[src/rtl/alu_mon_pkg.sv]
// Shared types, parameter defaults and command classification for the ALU protocol monitor.
// Command encodings mirror the ALU's defines.svh so monitor and ALU decode identically.
package alu_mon_pkg;

    localparam int DWIDTH_DEF    = 8;
    localparam int CWIDTH_DEF    = 4;
    localparam int TIMEOUT_DEF   = 16;
    localparam int MUL_LAT_DEF   = 3;
    localparam int CNT_WIDTH_DEF = 16;

    // Arithmetic commands (mode = 1)
    localparam logic [31:0] CMD_ADD     = 32'd0;
    localparam logic [31:0] CMD_SUB     = 32'd1;
    localparam logic [31:0] CMD_ADD_CIN = 32'd2;
    localparam logic [31:0] CMD_SUB_CIN = 32'd3;
    localparam logic [31:0] CMD_INC_A   = 32'd4;
    localparam logic [31:0] CMD_DEC_A   = 32'd5;
    localparam logic [31:0] CMD_INC_B   = 32'd6;
    localparam logic [31:0] CMD_DEC_B   = 32'd7;
    localparam logic [31:0] CMD_CMP     = 32'd8;
    localparam logic [31:0] CMD_ADD_MUL = 32'd9;
    localparam logic [31:0] CMD_SH_MUL  = 32'd10;

    // Logical commands (mode = 0)
    localparam logic [31:0] CMD_AND     = 32'd0;
    localparam logic [31:0] CMD_NAND    = 32'd1;
    localparam logic [31:0] CMD_OR      = 32'd2;
    localparam logic [31:0] CMD_NOR     = 32'd3;
    localparam logic [31:0] CMD_XOR     = 32'd4;
    localparam logic [31:0] CMD_XNOR    = 32'd5;
    localparam logic [31:0] CMD_NOT_A   = 32'd6;
    localparam logic [31:0] CMD_NOT_B   = 32'd7;
    localparam logic [31:0] CMD_SHR1_A  = 32'd8;
    localparam logic [31:0] CMD_SHL1_A  = 32'd9;
    localparam logic [31:0] CMD_SHR1_B  = 32'd10;
    localparam logic [31:0] CMD_SHL1_B  = 32'd11;
    localparam logic [31:0] CMD_ROL_A_B = 32'd12;
    localparam logic [31:0] CMD_ROR_A_B = 32'd13;

    typedef enum logic [1:0] {
        ST_IDLE,
        ST_WAIT_A,
        ST_WAIT_B,
        ST_MUL_WAIT
    } mon_state_e;

    function automatic logic is_two_op(input logic mode, input logic [31:0] cmd);
        if (mode) begin
            return cmd inside {CMD_ADD, CMD_SUB, CMD_ADD_CIN, CMD_SUB_CIN,
                               CMD_CMP, CMD_SH_MUL, CMD_ADD_MUL};
        end
        return cmd inside {CMD_AND, CMD_NAND, CMD_OR, CMD_NOR,
                           CMD_XOR, CMD_XNOR, CMD_ROL_A_B, CMD_ROR_A_B};
    endfunction

    function automatic logic is_mul(input logic mode, input logic [31:0] cmd);
        return mode && ((cmd == CMD_SH_MUL) || (cmd == CMD_ADD_MUL));
    endfunction

endpackage

[src/rtl/alu_mon_sat_cnt.sv]
// Statistics counter that sticks at all-ones instead of wrapping.
module alu_mon_sat_cnt #(
    parameter int WIDTH = 16
) (
    input  logic             clk_i,
    input  logic             rst_i,
    input  logic             inc_i,
    output logic [WIDTH-1:0] count_o
);

    logic [WIDTH-1:0] count_q;
    logic [WIDTH-1:0] count_d;

    always_comb begin
        count_d = count_q;
        if (inc_i && (count_q != '1)) begin
            count_d = count_q + 1'b1;
        end
    end

    always_ff @(posedge clk_i) begin
        if (rst_i) begin
            count_q <= '0;
        end else begin
            count_q <= count_d;
        end
    end

    assign count_o = count_q;

endmodule

[src/rtl/alu_protocol_monitor.sv]
// Watches the ALU's operand handshake, flags protocol violations and keeps
// saturating operation/error statistics. Every output comes straight from a flop.
module alu_protocol_monitor
    import alu_mon_pkg::*;
#(
    parameter int DWIDTH    = DWIDTH_DEF,
    parameter int CWIDTH    = CWIDTH_DEF,
    parameter int TIMEOUT   = TIMEOUT_DEF,
    parameter int MUL_LAT   = MUL_LAT_DEF,
    parameter int CNT_WIDTH = CNT_WIDTH_DEF
) (
    input  logic                 clk_i,
    input  logic                 rst_i,
    input  logic                 ce_i,
    input  logic [DWIDTH-1:0]    opa_i,
    input  logic [DWIDTH-1:0]    opb_i,
    input  logic                 mode_i,
    input  logic                 cin_i,
    input  logic [1:0]           inp_valid_i,
    input  logic [CWIDTH-1:0]    cmd_i,
    input  logic [DWIDTH:0]      res_i,
    output logic                 pair_done_o,
    output logic                 mul_done_o,
    output logic                 err_timeout_o,
    output logic                 err_cmd_change_o,
    output logic                 err_hold_o,
    output logic                 busy_o,
    output logic [CNT_WIDTH-1:0] op_count_o,
    output logic [CNT_WIDTH-1:0] err_count_o
);

    localparam int TW = $clog2(TIMEOUT + 1);
    localparam int LW = $clog2(MUL_LAT + 1);
    localparam logic [TW-1:0] WAIT_LAST = TW'(TIMEOUT);
    localparam logic [LW-1:0] LAT_LAST  = LW'(MUL_LAT - 1);
    localparam logic [LW-1:0] LAT_PRE   = LW'((MUL_LAT >= 2) ? (MUL_LAT - 2) : 0);

    mon_state_e        state_q, state_d;
    logic [TW-1:0]     wait_q, wait_d, wait_nxt;
    logic [LW-1:0]     lat_q, lat_d;
    logic [CWIDTH-1:0] cmd_q, cmd_d;
    logic              mode_q, mode_d;
    logic              pair_done_q, pair_done_d;
    logic              mul_done_q, mul_done_d;
    logic              err_timeout_q, err_timeout_d;
    logic              err_cmd_change_q, err_cmd_change_d;
    logic              err_hold_q, err_hold_d;
    logic              busy_q;
    logic              ce_prev_q;
    logic [DWIDTH:0]   res_prev_q;
    logic              hist_valid_q;
    logic              cmd_same;
    logic              partner;
    logic              complete;
    logic              unused_data;

    // Operand data and carry are mirrored for completeness; the protocol checks ignore them.
    assign unused_data = ^{opa_i, opb_i, cin_i};

    always_comb begin
        state_d          = state_q;
        wait_d           = wait_q;
        lat_d            = lat_q;
        cmd_d            = cmd_q;
        mode_d           = mode_q;
        pair_done_d      = 1'b0;
        mul_done_d       = 1'b0;
        err_timeout_d    = 1'b0;
        err_cmd_change_d = 1'b0;
        complete         = 1'b0;
        wait_nxt         = wait_q + 1'b1;
        cmd_same         = (cmd_i == cmd_q) && (mode_i == mode_q);
        partner          = (state_q == ST_WAIT_A) ? inp_valid_i[0] : inp_valid_i[1];
        err_hold_d       = hist_valid_q && !ce_prev_q && (res_i != res_prev_q);

        case (state_q)
            ST_IDLE: begin
                if (ce_i && is_two_op(mode_i, 32'(cmd_i))) begin
                    cmd_d  = cmd_i;
                    mode_d = mode_i;
                    wait_d = '0;
                    case (inp_valid_i)
                        2'b11:   complete = 1'b1;
                        2'b01:   state_d  = ST_WAIT_B;
                        2'b10:   state_d  = ST_WAIT_A;
                        default: state_d  = ST_IDLE;
                    endcase
                end
            end
            ST_WAIT_A, ST_WAIT_B: begin
                // A command change outranks a partner arriving on the same cycle.
                if (ce_i) begin
                    if (!cmd_same) begin
                        err_cmd_change_d = 1'b1;
                        state_d          = ST_IDLE;
                    end else if (partner) begin
                        complete = 1'b1;
                    end else if (wait_nxt == WAIT_LAST) begin
                        err_timeout_d = 1'b1;
                        state_d       = ST_IDLE;
                    end else begin
                        wait_d = wait_nxt;
                    end
                end
            end
            ST_MUL_WAIT: begin
                if (ce_i && !cmd_same) begin
                    err_cmd_change_d = 1'b1;
                    state_d          = ST_IDLE;
                end else begin
                    lat_d = lat_q + 1'b1;
                    if ((MUL_LAT >= 2) && (lat_q == LAT_PRE)) begin
                        mul_done_d = 1'b1;
                    end
                    if (lat_q == LAT_LAST) begin
                        state_d = ST_IDLE;
                    end
                end
            end
            default: state_d = ST_IDLE;
        endcase

        // Busy spans the latency window; mul_done lands in its final cycle.
        if (complete) begin
            if (is_mul(mode_d, 32'(cmd_d))) begin
                state_d = ST_MUL_WAIT;
                lat_d   = '0;
                if (MUL_LAT == 1) begin
                    mul_done_d = 1'b1;
                end
            end else begin
                pair_done_d = 1'b1;
                state_d     = ST_IDLE;
            end
        end
    end

    always_ff @(posedge clk_i) begin
        if (rst_i) begin
            state_q          <= ST_IDLE;
            wait_q           <= '0;
            lat_q            <= '0;
            cmd_q            <= '0;
            mode_q           <= 1'b0;
            pair_done_q      <= 1'b0;
            mul_done_q       <= 1'b0;
            err_timeout_q    <= 1'b0;
            err_cmd_change_q <= 1'b0;
            err_hold_q       <= 1'b0;
            busy_q           <= 1'b0;
            ce_prev_q        <= 1'b0;
            res_prev_q       <= '0;
            hist_valid_q     <= 1'b0;
        end else begin
            state_q          <= state_d;
            wait_q           <= wait_d;
            lat_q            <= lat_d;
            cmd_q            <= cmd_d;
            mode_q           <= mode_d;
            pair_done_q      <= pair_done_d;
            mul_done_q       <= mul_done_d;
            err_timeout_q    <= err_timeout_d;
            err_cmd_change_q <= err_cmd_change_d;
            err_hold_q       <= err_hold_d;
            busy_q           <= (state_d != ST_IDLE);
            ce_prev_q        <= ce_i;
            res_prev_q       <= res_i;
            hist_valid_q     <= 1'b1;
        end
    end

    alu_mon_sat_cnt #(.WIDTH(CNT_WIDTH)) u_op_cnt (
        .clk_i   (clk_i),
        .rst_i   (rst_i),
        .inc_i   (pair_done_d | mul_done_d),
        .count_o (op_count_o)
    );

    alu_mon_sat_cnt #(.WIDTH(CNT_WIDTH)) u_err_cnt (
        .clk_i   (clk_i),
        .rst_i   (rst_i),
        .inc_i   (err_timeout_d | err_cmd_change_d | err_hold_d),
        .count_o (err_count_o)
    );

    assign pair_done_o      = pair_done_q;
    assign mul_done_o       = mul_done_q;
    assign err_timeout_o    = err_timeout_q;
    assign err_cmd_change_o = err_cmd_change_q;
    assign err_hold_o       = err_hold_q;
    assign busy_o           = busy_q;

endmodule

[config.mk]
export PLATFORM = sky130hd
export DESIGN_NAME = alu_protocol_monitor
export DESIGN_NICKNAME = d
export VERILOG_FILES = /design/src/rtl/alu_mon_pkg.sv /design/src/rtl/alu_mon_sat_cnt.sv /design/src/rtl/alu_protocol_monitor.sv
export SDC_FILE = /design/constraint.sdc
export NUM_CORES = 1
export LEC_CHECK = 0
export ABC_AREA = 1
export ABC_CLOCK_PERIOD_IN_PS = 3200
export CORE_MARGIN = 4
export CORE_UTILIZATION = 47
export DETAILED_ROUTE_END_ITERATION = 10
export PLACE_DENSITY = 0.74
export SKIP_LAST_GASP = 1
export SYNTH_ARGS = -nofsm -noshare
export SYNTH_HDL_FRONTEND = slang
export SYNTH_SLANG_ARGS = --single-unit
[constraint.sdc]
create_clock -name clk_i -period 3.2 [get_ports clk_i]
set_input_delay 0.64 -clock clk_i [delete_from_list [all_inputs] [get_ports clk_i]]
set_output_delay 0.64 -clock clk_i [all_outputs]
set_load 0.005 [all_outputs]
==> results.md, run 1 <==
* CP Cell Sequence: clkdlybuf4s50_1 > inv_1 > nand2_1 > nand2_1 > nand3b_1 > o21ai_2 > inv_1 > o211ai_1 > nand3_2 > buf_4 > nand3_1 > a21oi_1
* Final instance area at 0.00442 mm2
* Routability cong. at 0.913
* Skew-Pair Late Insertion Delay at 0.34 ns
* R2R depth at 8
* Pleak at 1.74 nW
* Critical path buffers and inverters at 4
* Maxcap violations at 0
* Async SR Flop Fraction at 0%
* Fin crit period at 2.48 ns
* Slew @ Worst Pin at 0.672 ns
* Post-CTS Setup Bufs at 0
* # DRC at 0
* Post-synth EDFFs at 0
* Top-area cell type share of the netlist area at 34.9%
* Critical path depth in cells at 12
* Initial Util at 49.1%
* Yosys cell types at 42
* WL met2 at 3590 um
* Post-cts resize count at 0
* Largest delay share family, worst path: buffers and inverters
* Layout cells sized above 1 at a little over an eighth
* CP max FO at 11
* GRT overflow at 0
* Skew final at 0.00791 ns
* H-tree Lvls at 3
* Clock slew at reported path FFs at ~0.070 ns
* I/O Buffers at 56
* Num ports at 74
* Outcome: finished, final reports clean
* Crit path DAT at between 2 and 3 ns
* Core box area at 0.00737 mm2
* Routed length on met1 at 3670 um
* Critical path endpoint category: register
* Final Hold Fails at 0
* Vias at 3124
* First-pass iteration count of the detailed router at 6
* Post-Syn Nets at roughly 520
* Post-DP HPWL at 5410 um
* Pwr Density at ~410 mW/mm2
* Synth warn at 0
* Slowest stage cell, crit path: clkdlybuf4s50_1
* Initial antenna violation count at 0
* Crit path kind: in -> reg
* Post-route setup TNS at 0 ns
* Area leader, netlist: dfxtp_1
* ANT cells at 0
* Routed WL at 7650 um
* Unrepaired setup endpoints after global routing: false
* Final setup viols at 0
* Hold Path Class: reg -> reg
* VDD IR max at 206 uV
* Via density at approximately 4.9
* Vias in the first global route at 2887
* Top layer in use: met4
* Die ar. at 0.00917 mm2
* Die H at 95.7 um
* Dominant cells by area after synthesis: dfxtp_1 35%, nand2_1 9.5%, nand3_1 6.1%
* Cts bufs inserted at 9
* Hold path depth at 2
* Worst setup startpoint: cmd_i[3]
* CP startpoint kind: input pin
* Initial DRC count at 93
* Synth Register Bits at 63
* Post-placement cell area at 0.00419 mm2
* Synth top cells by count: 92 x nand2_1, 63 x dfxtp_1, 52 x nor2_1
* Most frequent cell after synthesis: nand2_1
* Slew Limit Fails at 0
* Crit path required time at 3.39 ns
* Largest stage delay on the critical path at between 0.5 and 0.6 ns
* Cells after synthesis at 477
* CTS tree: built
* Worst slew margin at 55.2%
* Max Freq at 0.404 GHz
* Metal3 WL at 309 um
* Final nets at 576
* Most used DFF post-synth: dfxtp_1
* GRT Util Overall at 17.1%
* WL/cell at 12.0 um
* Final period utilization at 77.4%
* Bufs on Longest Clock Path at 2
* Source of the worst register-to-register timing path: u_err_cnt.count_o[0]
* Syn_area_per_cell at 7.59 um2
* Core Rows at 31
* Clock root buffer: clkbuf_8
* Chip Width at 95.7 um
* Layout area overhead at 22.1%
* Largest net degree at the start of global routing at between 50 and 60
* Global-route wire length before repair at 12700 um
* # clock sinks at 63
* Hold buffers post-CTS at 0
* Min-delay src: wait_q[4]
* Post-Syn Area at 0.00362 mm2
* Sequential area share after synthesis at between 30% and 40%
* Antenna-violating nets left at 0
## worst register-to-register path: stages, from the launching register on
cell and delay (ns):
dfxtp_1 0.44, ha_1 0.22, nand2_1 0.09, nor3b_2 0.32, nand3_1 0.16, or2_1 0.51, nand2_4 0.30, nand2_1 0.07
a21oi_1 0.14
## metrics by stage
stage	hold slack, ns	util, %	power (W)	setup slack, ns	cells
6_report	0.486	59.9	0.00183	0.725	636
5_1_grt	0.505	59.9	0.00190	0.509	636
4_1_cts	0.489	59.9	0.00184	0.729	636
3_5_place_dp	0.479	56.9	0.00107	0.375	620
3_3_place_gp	0.467	56.9	0.00106	0.406	620
2_1_floorplan	0.456	-	0.00100	1.15	477
## sequential cells by signal (all words and copies together), names as in the netlist, 2 cells and up
signal and flops:
u_err_cnt.count_o 16, u_op_cnt.count_o 16, res_prev_q 9, wait_q 5
cmd_q 4, lat_q 2, state_q 2
## layout by cell type (no fill, tap or decap), types with 2 or more instances in the layout
| master | instances |
|---|---|
| clkbuf_8 | 11 |
| o21ai_0 | 5 |
| nor3_1 | 8 |
| nand3_2 | 9 |
| bufinv_16 | 2 |
| nand2_4 | 3 |
| ha_1 | 8 |
| dfxtp_1 | 63 |
| nand2_1 | 92 |
| nor2_1 | 52 |
| o21ai_2 | 2 |
| clkbuf_1 | 2 |
| a21oi_2 | 10 |
| xor2_1 | 25 |
| a21oi_1 | 27 |
| inv_1 | 46 |
| nor2_2 | 4 |
| or2_2 | 3 |
| nand3_1 | 44 |
| xnor2_1 | 15 |
| clkdlybuf4s50_1 | 55 |
| nand2_2 | 14 |
| o211a_1 | 4 |
| nand4_1 | 12 |
| nand2_8 | 2 |
| buf_4 | 3 |
## where the power goes
| group | total [W] | internal (W) | switching [W] | leakage, nW |
|---|---|---|---|---|
| Clock | 0.000779 | 0.000481 | 0.000298 | 0.114 |
| Combinational | 0.000220 | 0.0000902 | 0.000129 | 1.11 |
| Sequential | 0.000830 | 0.000811 | 0.0000190 | 0.513 |
## path summary, 6_finish.rpt
kind | end | slack, ns
worst max-delay path | u_err_cnt.count_o[11] | 0.72
worst min-delay path | wait_q[4] | 0.49
worst max register to register | u_err_cnt.count_o[1] | 0.88
worst min register to register | wait_q[4] | 0.49
## cell type report
cell class                 instances  area [um2]
fill                             671        2950
multi-input combinational        351        2050
sequential                        63        1260
timing repair buffer              59         578
inverter                          48         180
clock buffer                      13         159
tap                               99         124
clock inverter                     3        65.1
## logic make-up after synthesis
family                   share of synthesized area (%)
AND/OR/NAND/NOR                                   34.3
buffers and inverters                             8.47
flip-flops                                        34.9
AO/OA/AOI/OAI                                     9.89
adder cells (fa/ha/maj)                           2.77
XOR/XNOR                                          9.68
## per-layer routing
layer	track usage (%)	vias up
li1	-	1647
met1	22.6	1406
met2	27.4	64
met3	3.52	7
met4	6.75	0
met5	0	-
(Power assumes the default switching activity.)
==> run 2: changes to the inputs <==
--- a/config.mk
+++ b/config.mk
@@ -6,11 +6,11 @@
 export NUM_CORES = 1
 export LEC_CHECK = 0
 export ABC_AREA = 1
-export ABC_CLOCK_PERIOD_IN_PS = 3200
+export ABC_CLOCK_PERIOD_IN_PS = 2100
 export CORE_MARGIN = 4
 export CORE_UTILIZATION = 47
 export DETAILED_ROUTE_END_ITERATION = 10
-export PLACE_DENSITY = 0.74
+export PLACE_DENSITY = 0.77
 export SKIP_LAST_GASP = 1
 export SYNTH_ARGS = -nofsm -noshare
 export SYNTH_HDL_FRONTEND = slang
==> constraint.sdc (replaced) <==
create_clock -name clk_i -period 2.1 [get_ports clk_i]
set_input_delay 0.42 -clock clk_i [delete_from_list [all_inputs] [get_ports clk_i]]
set_output_delay 0.42 -clock clk_i [all_outputs]
set_load 0.005 [all_outputs]
==> results.md, run 2 (same netlist as run 1, synthesis figures left out) <==
* Layout area overhead at 37.7%
* Crit path kind: reg -> reg
* Num ports at 74 (unchanged)
* Cts bufs inserted at 9 (unchanged)
* CP max FO at 10 (-1)
* Core Rows at 31 (unchanged)
* Psw at 0.000741 W (+66%)
* Clk pwr share at 38.9% (-3.7 points)
* Crit path DAT at 2.28 ns (-0.38 ns)
* Post-DP HPWL at 5850 um (+8.2%)
* Outcome: finished, final reports clean
* CP startpoint kind: register
* Int Pwr at 0.00207 W (+50%)
* Hold endpoint: u_op_cnt.count_o[14]
* Layout cells sized above 1 at 23.6% (+11 points)
* Pleak at 2.14 nW (+23%)
* Bufs on Longest Clock Path at 2 (unchanged)
* Vias at 3482 (+11%)
* Post-route non-filler standard cell count at 697 (+9.6%)
* Vias in the first global route at 3124 (+8.2%)
* WHS at 0.433 ns (-0.0531 ns)
* Clock root buffer: clkbuf_8
* Largest net degree at the start of global routing at 45 (-17%)
* Filler cell count at 605 (-9.8%)
* Antenna-violating nets left at 0 (unchanged)
* Initial Util at 49.1% (unchanged)
* Hold buffers post-CTS at 0 (unchanged)
* Leading cell type in the layout, fill and taps excluded: nand2_1
* Final nets at 637 (+11%)
* Skew-Pair Late Insertion Delay at 0.35 ns (about the same)
* Hold path depth at 2 (unchanged)
* Worst slew margin at 74.9% (+20 points)
* Chip Width at 95.7 um (unchanged)
* Routed WL at 8810 um (+15%)
* Layout Utilization at 67.6% (+7.6 points)
* WL/cell at 12.6 um (+5.1%)
* Comb power frac at 16.0% (+4.0 points)
* Crit path required time at 2.37 ns (-1.02 ns)
* First-pass iteration count of the detailed router at 5 (-1)
* Die H at 95.7 um (unchanged)
* DP Cell Count at 670 (+8.1%)
* VDD IR max at 396 uV (+92%)
* Switch share at 26.4% (+2.0 points)
* GRT overflow at 0 (unchanged)
* Min-delay src: rst_i
* Source of the worst register-to-register timing path: wait_q[1]
* R2R depth at 12 (+4)
* Fin crit period at 2.01 ns
* I/O Buffers at 56 (unchanged)
* ANT cells at 0 (unchanged)
* Pwr Density at 564 mW/mm2 (+36%)
* Commonest non-fill, non-tap cells in the layout: 92 x nand2_1, 60 x dfxtp_1, 58 x buf_4
* Core box area at 0.00737 mm2 (unchanged)
* Die ar. at 0.00917 mm2 (unchanged)
* Total power draw at 0.00281 W (+54%)
* Hold Path Class: in -> reg
* Worst reg-to-reg setup slack at 0.09 ns (-0.79 ns)
* Critical path endpoint category: register
* Initial antenna violation count at 0 (unchanged)
* Final period utilization at 95.9%
* # DRC at 0 (unchanged)
* CTS tree: built
* Via density at 5.00 (+1.7%)
* # clock sinks at 63 (unchanged)
* Maxcap violations at 0 (unchanged)
* Final setup viols at 0 (unchanged)
* Global-route wire length before repair at 13500 um (+6.2%)
* Worst flop-to-flop path endpoint: u_err_cnt.count_o[10]
* Flop pwr share at 45.1% (-0.3 points)
* Post-route setup TNS at 0 ns (unchanged)
* Initial DRC count at 115 (+24%)
* Max Freq at 0.496 GHz
* GRT Util Overall at 18.5% (+1.4 points)
* H-tree Lvls at 3 (unchanged)
* Clock slew at reported path FFs at 0.08 ns (about the same)
* Slew @ Worst Pin at 0.374 ns (-0.298 ns)
* Slew Limit Fails at 0 (unchanged)
* Skew final at 0.0144 ns (+0.00652 ns)
* Routability cong. at 0.895 (-2.0%)
* Final Hold Fails at 0 (unchanged)
run 2: cell types whose count changed in the layout (fill, tap and decap cells not counted), moves of 2 or more:
cell             change
buf_4               +55
nand2_4              +3
nor2_1               -2
buf_12               +2
nand2_8              +2
dfxtp_1              -3
dlymetal6s2s_1       +6
clkdlybuf4s50_1      -6
nand2_2              -2
clkbuf_1             -2
dfxtp_2              +3
run 2: what timing repair did:
item	in CTS	in global routing
setup buffers	1	7
gates cloned	0	3
pin swaps	2	15
setup endpoints to repair	15	35
resized for setup	2	21
run 2: final cells by class:
| type | count | area, um2 | share of cell area, % |
|---|---|---|---|
| inverter | 48 | 180 | 3.62 |
| sequential | 63 | 1260 | 25.4 |
| timing repair buffer | 117 | 1060 | 21.2 |
| clock inverter | 5 | 56.3 | 1.13 |
| tap | 99 | 124 | 2.49 |
| multi-input combinational | 354 | 2150 | 43.1 |
| clock buffer | 11 | 151 | 3.04 |
run 2: layer usage:
layer	vias to the layer above	routed length [um]	track usage, %
li1	1773	-	-
met1	1625	3860	22.3
met2	74	4420	32.4
met3	10	393	4.07
met4	0	131	6.40
met5	-	0	0
run 2: metrics by stage:
step	area (um2)	worst slack [ns]
after floorplan	3620	0.0461
after global placement	4580	-0.339
after detailed placement	4580	-0.399
after CTS	4800	0.00164
after global routing	4980	-0.00641
final	4980	0.0857
run 2: how the worst max path moves through the flow:
stage | from | slack [ns] | cells after the start | to
after floorplan | state_q[0] | 0.05 | 13 | u_op_cnt.count_o[7]
after global placement | cmd_i[2] | -0.34 | 15 | u_op_cnt.count_o[9]
after detailed placement | cmd_i[2] | -0.40 | 15 | u_op_cnt.count_o[3]
after CTS | cmd_i[1] | 0.002 | 14 | u_op_cnt.count_o[3]
after global routing | state_q[1] | -0.006 | 15 | u_op_cnt.count_o[12]
final | wait_q[1] | 0.09 | 12 | u_err_cnt.count_o[10]
run 2: power groups by stage:
stage	sequential (W)	combinational (W)	clock [W]
floorplan	0.00129	0.000240	0
global placement	0.00129	0.000403	0
detailed placement	0.00129	0.000413	0
CTS	0.00126	0.000420	0.00111
global route	0.00127	0.000496	0.00116
finish	0.00127	0.000450	0.00109
run 2: worst max-delay path: stages (launching register included):
cell and delay [ns]:
dfxtp_1 0.36, ha_1 0.17, nand2_1 0.05, inv_1 0.09
nand2_1 0.09, xnor2_2 0.16, nand3_1 0.14, nor2_1 0.15
nand4_1 0.16, nand3_2 0.18, buf_6 0.16, nand3_1 0.08
a21oi_1 0.16
